$ cat config.mk
export PLATFORM = sky130hd
export DESIGN_NAME = weight_fetch_arbiter
export DESIGN_NICKNAME = d
export VERILOG_FILES = /design/src/rtl/weight_fetch_arbiter.sv
export SDC_FILE = /design/constraint.sdc
export NUM_CORES = 1
export LEC_CHECK = 0
export BUFFER_PORTS_ARGS = -buffer_cell sky130_fd_sc_hd__buf_2
export CORE_AREA = 2 2 65 67
export DETAILED_ROUTE_END_ITERATION = 8
export DIE_AREA = 0 0 67 69
export MAX_ROUTING_LAYER = met4
export PLACE_DENSITY = 0.85
export SLEW_MARGIN = 20
export SYNTH_ARGS = -nofsm -noshare
export SYNTH_HDL_FRONTEND = slang
export SYNTH_SLANG_ARGS = --single-unit
$ cat constraint.sdc
create_clock -name clk -period 3.7 [get_ports clk]
set_input_delay 0.185 -clock clk [delete_from_list [all_inputs] [get_ports clk]]
set_output_delay 0.185 -clock clk [all_outputs]
set_load 0.02 [all_outputs]
$ cat src/rtl/weight_fetch_arbiter.sv
// Round-robin arbiter that lets one of four neuron units stream a burst of
// weights out of a 128-entry weight ROM. A burst is granted from IDLE, reads
// one ROM word per cycle in BURST, and closes with a single DRAIN cycle while
// the last registered word is delivered.
module weight_fetch_arbiter #(
    parameter int DATA_W = 8,
    parameter int LEN_W  = 4
) (
    input  logic                 clk,
    input  logic                 rst_n,
    input  logic [3:0]           req,
    input  logic [31:0]          base_addr,
    input  logic [4*LEN_W-1:0]   burst_len,
    output logic [3:0]           grant,
    output logic [7:0]           rom_addr,
    output logic                 rom_en,
    input  logic [DATA_W-1:0]    rom_data,
    output logic [DATA_W-1:0]    wdata,
    output logic                 wvalid,
    output logic                 wlast,
    output logic [1:0]           wdst,
    output logic                 busy
);

    typedef enum logic [1:0] {
        IDLE  = 2'd0,
        BURST = 2'd1,
        DRAIN = 2'd2
    } state_t;

    state_t state, state_nxt;

    // Burst context captured at grant time; the ROM only has 128 words so the
    // address register is 7 bits and wraps naturally.
    logic [6:0]        addr_p0;
    logic [LEN_W-1:0]  cnt_p0;
    logic [1:0]        last_win;

    logic [1:0]        win;
    logic              win_vld;
    logic [1:0]        cand;

    // ROM read data registered one cycle after the address was presented.
    logic [DATA_W-1:0] wdata_p1;
    logic              vld_p1;
    logic              last_p1;

    // Round-robin search starting just after the previous winner.
    always_comb begin
        win     = 2'd0;
        win_vld = 1'b0;
        cand    = 2'd0;
        for (int i = 0; i < 4; i++) begin
            cand = last_win + 2'd1 + 2'(i);
            if (!win_vld && req[cand]) begin
                win     = cand;
                win_vld = 1'b1;
            end
        end
    end

    // Next-state logic and the state-decoded ROM/busy outputs.
    always_comb begin
        state_nxt = state;
        rom_en    = 1'b0;
        rom_addr  = 8'd0;
        busy      = 1'b1;
        case (state)
            IDLE: begin
                busy = 1'b0;
                if (win_vld) state_nxt = BURST;
            end
            BURST: begin
                rom_en   = 1'b1;
                rom_addr = {1'b0, addr_p0};
                if (cnt_p0 == '0) state_nxt = DRAIN;
            end
            DRAIN: begin
                state_nxt = IDLE;
            end
            default: begin
                state_nxt = IDLE;
            end
        endcase
    end

    // State register.
    always_ff @(posedge clk or negedge rst_n) begin
        if (!rst_n) state <= IDLE;
        else        state <= state_nxt;
    end

    // Grant/context capture, address walk and the registered weight stage.
    always_ff @(posedge clk or negedge rst_n) begin
        if (!rst_n) begin
            last_win <= 2'd3;
            grant    <= 4'd0;
            wdst     <= 2'd0;
            addr_p0  <= 7'd0;
            cnt_p0   <= '0;
            wdata_p1 <= '0;
            vld_p1   <= 1'b0;
            last_p1  <= 1'b0;
        end else begin
            vld_p1  <= 1'b0;
            last_p1 <= 1'b0;
            case (state)
                IDLE: begin
                    if (win_vld) begin
                        last_win <= win;
                        grant    <= 4'b0001 << win;
                        wdst     <= win;
                        addr_p0  <= base_addr[{win, 3'b000} +: 7];
                        cnt_p0   <= burst_len[LEN_W*win +: LEN_W];
                    end
                end
                BURST: begin
                    wdata_p1 <= rom_data;
                    vld_p1   <= 1'b1;
                    last_p1  <= (cnt_p0 == '0);
                    addr_p0  <= addr_p0 + 7'd1;
                    if (cnt_p0 != '0) cnt_p0 <= cnt_p0 - 1'b1;
                end
                DRAIN: begin
                    grant <= 4'd0;
                end
                default: begin
                    grant <= 4'd0;
                end
            endcase
        end
    end

    assign wdata  = wdata_p1;
    assign wvalid = vld_p1;
    assign wlast  = last_p1;

endmodule

==> flow_summary_export.csv <==
group,metric,value,unit
place,post-dp-hpwl,3.40,mm
min_path,hold_start,"rom_data[0]",
run_status,status,"finished clean",
global_route,grt_overflow,0,
worst_setup_path,path_max_fanout,22,
routing,dr.pass1.iters,4,
global_route,grt_max_degree,32,
logic_synthesis,yosysWarnings,0,
die,die_y,69,um
pwr,max-vdd-ir-drop,0.456,mV
routing,wire_per_inst,13.3,um
die,start_util,48.9,%
logic_synthesis,synth.area.mux_share,13.9,%
logic_synthesis,synth_xor_xnor_area_share,0.916,%
timing,maxSlewHeadroom,46.9,%
worst_setup_path,r2r-start,"state[1]",
pwr,power.total,2.15,mW
logic_synthesis,synth-compound-area-share,16.3,%
place,post_dp_cell_area,0.00233,mm^2
die,die_w,67,um
timing,period_needed,2.40,ns
logic_synthesis,synth_edf_count,0,
clock_network,path_clk_slew,0.07,ns
routing,viasPerCell,5.21,
timing,timing_worst_slew_pin_value,0.796,ns
timing,setup_viol,0,
min_path,worstHoldPathCells,3,
logic_synthesis,syn_area_per_cell,9.24,um^2
pwr,leakagePower,1.28,nW
flow_run,maxCapViolCount,0,
routing,postRouteWirelength,4.54,mm
place,gp_congestion,0.871,
worst_setup_path,crit_required,3.51,ns
cells_and_area,drive_above_1_share,35.9,%
cells_and_area,fin_area,0.00246,mm^2
logic_synthesis,synth_area,0.00191,mm^2
clock_network,post_cts_resized,0,
cells_and_area,fillCellCount,352,
die,dieArea,0.00462,mm^2
timing,fin_hold_ws,0.0887,ns
timing,hold_viol,0,
global_route,antenna_found_initial,0,
logic_synthesis,yosys.area_share.simple,22.4,%
worst_setup_path,slowest_stage,"dfrtp_1",
logic_synthesis,synth.distinct_cells,46,
min_path,worstHoldPathType,"input port to flop",
worst_setup_path,path_class,"flop to output pin",
cells_and_area,final_nets,353,
clock_network,cts_tree,"done",
routing,drc,0,
logic_synthesis,synthAdderAreaFrac,1.31,%
logic_synthesis,ys_ff_latch,31,
clock_network,cts_buffers,5,
logic_synthesis,yosysSeqAreaShare,40.7,%
die,num_rows,23,
routing,drt_iter0_markers,83,
logic_synthesis,synth_top_family_by_area,"simple AND/OR/NAND/NOR gates",
timing,rsz0062_at_grt,"no",
clock_network,cts_max_level,2,
clock_network,worstSkewPairLatency,0.28,ns
cells_and_area,antenna_cells,0,
clock_network,cts-root-buf,"clkbuf_8",
worst_setup_path,reg2reg_to,"addr_p0[6]",
logic_synthesis,synth_flop_cell,"dfrtp_1",
timing,max_freq,417,MHz
timing,fin_crit_sh,64.9,%
logic_synthesis,syn-num-nets,271,
cells_and_area,syn2layout_area_growth,28.5,%
timing,finalClockSkew,0.00672,ns
pwr,power_density,876,mW/mm^2
worst_setup_path,reg2reg_slack,1.43,ns
routing,drtAntennaViolNets,0,
place,portBuffers,82,
cells_and_area,seq_area,778,um^2
die,io_pins,88,
timing,slew_violations,0,
worst_setup_path,critPathArrivalTime,2.22,ns
clock_network,clock_path_buffers,2,
routing,vias,1770,
die,coreArea,0.00391,mm^2
clock_network,cts.sinks,31,
min_path,min_to,"wdata[0]",
timing,tns,0,ns
logic_synthesis,syn-instance-count,207,
cells_and_area,multi_input_area,0.00105,mm^2
worst_setup_path,cp_cell_sequence,"nand2b_1 -> inv_1 -> and2_1 -> buf_2",
global_route,grt_pass1_wl,7.51,mm
worst_setup_path,cpPeakStageDelay,0.59,ns
logic_synthesis,async_flop_share,100,%
global_route,grt_use_total,21.3,%
worst_setup_path,crit_path_end_kind,"output pin",
worst_setup_path,r2r_cells,7,
global_route,grt_pass1_vias,1788,
worst_setup_path,critPathLaunchType,"flop",
metal layers:
metal  vias up  track usage [%]  share of wire, %
met4         0             8.62               2.6
met1       826             24.4                42
met3        12             5.55               4.8
met2        50             34.9                51
met5         -                -                 0
li1        882                -                 -
registers in the layout, indices dropped and copies added (netlist names):
name	flops
addr_p0	7
cnt_p0	4
grant	4
last_win	2
state	2
wdata	8
wdst	2
wlast	1
wvalid	1
cell families (layout without fill, tap and decap cells):
family,Yosys count,count (layout)
adder cells (fa/ha/maj),2,2
other,1,1
buffers and inverters,14,97
flip-flops,31,31
XOR/XNOR,2,2
multiplexers,26,26
AO/OA/AOI/OAI,42,42
AND/OR/NAND/NOR,89,89
synth_stat cells, types with 3 or more instances:
| library cell | n | share of area (%) |
|---|---|---|
| nand2_1 | 44 | 8.6 |
| dfrtp_1 | 29 | 38 |
| mux2i_1 | 21 | 11 |
| nor2_1 | 11 | 2.2 |
| and2_1 | 9 | 2.9 |
| a21oi_1 | 7 | 1.8 |
| o21ai_0 | 7 | 1.8 |
| o21ai_1 | 7 | 1.8 |
| inv_1 | 5 | 0.98 |
| nand2b_1 | 5 | 1.6 |
| clkbuf_1 | 4 | 0.78 |
| nor3_1 | 4 | 1.0 |
| buf_6 | 3 | 1.8 |
| mux2_2 | 3 | 1.8 |
| nor2b_1 | 3 | 0.98 |
layout by cell type, fill, tap and decap left out, types with 2 or more instances in the layout:
| cell | n |
|---|---|
| a211oi_1 | 2 |
| buf_2 | 82 |
| nand2_1 | 44 |
| mux2i_1 | 21 |
| o21ai_0 | 7 |
| a2111o_1 | 2 |
| and2_1 | 9 |
| nand3_1 | 2 |
| nor3_1 | 4 |
| clkbuf_8 | 6 |
| mux2_1 | 2 |
| dfrtp_1 | 29 |
| a221o_1 | 2 |
| a21o_1 | 2 |
| nor2b_1 | 3 |
| nor2_1 | 11 |
| a31oi_1 | 2 |
| and3_1 | 2 |
| inv_1 | 5 |
| nand2b_1 | 5 |
| dfstp_2 | 2 |
| ha_1 | 2 |
| o21a_1 | 2 |
| mux2_2 | 3 |
| a21oi_1 | 7 |
| o21ai_1 | 7 |
| o221ai_1 | 2 |
| a21oi_2 | 2 |
worst max path at each step:
stage                           start           to  slack (ns)  cells past startpoint
after floorplan           last_win[1]   addr_p0[3]        1.87                      7
after global placement       state[1]   addr_p0[6]        1.44                      7
after detailed placement     state[1]   addr_p0[6]        1.43                      7
after CTS                    state[1]  rom_addr[5]        1.27                      4
after global routing         state[1]  rom_addr[5]        1.11                      4
final                        state[1]  rom_addr[5]        1.30                      4
final cells by class:
type / instances / share of cell area [%]
Sequential cell: 31 / 31.7
Multi-Input combinational cell: 162 / 42.8
Clock inverter: 2 / 1.43
Inverter: 5 / 0.764
Tap cell: 50 / 2.55
Timing Repair Buffer: 84 / 17.4
Clock buffer: 6 / 3.36
critical path, delay by kind of cell, from the launching register on:
family / cells / cell delay (ns)
simple gates: 2 / 0.77
flops: 1 / 0.59
buf+inv: 2 / 0.57
repair_timing:
item	CTS	global route
hold buffers	1	0
buffers inserted	0	0
hold endpoints to repair	29	0
through the flow:
| step | std cells | utilization, % | worst slack, ns |
|---|---|---|---|
| after floorplan | 207 | - | 1.87 |
| after global placement | 331 | 59.5 | 1.44 |
| after detailed placement | 331 | 59.5 | 1.43 |
| after CTS | 340 | 62.8 | 1.27 |
| after global routing | 340 | 62.8 | 1.11 |
| final | 340 | 62.8 | 1.30 |
power breakdown:
group          internal, mW  switching, mW
clock                 0.218          0.127
combinational         0.464          0.686
sequential            0.513          0.146
(Power assumes the default switching activity.)
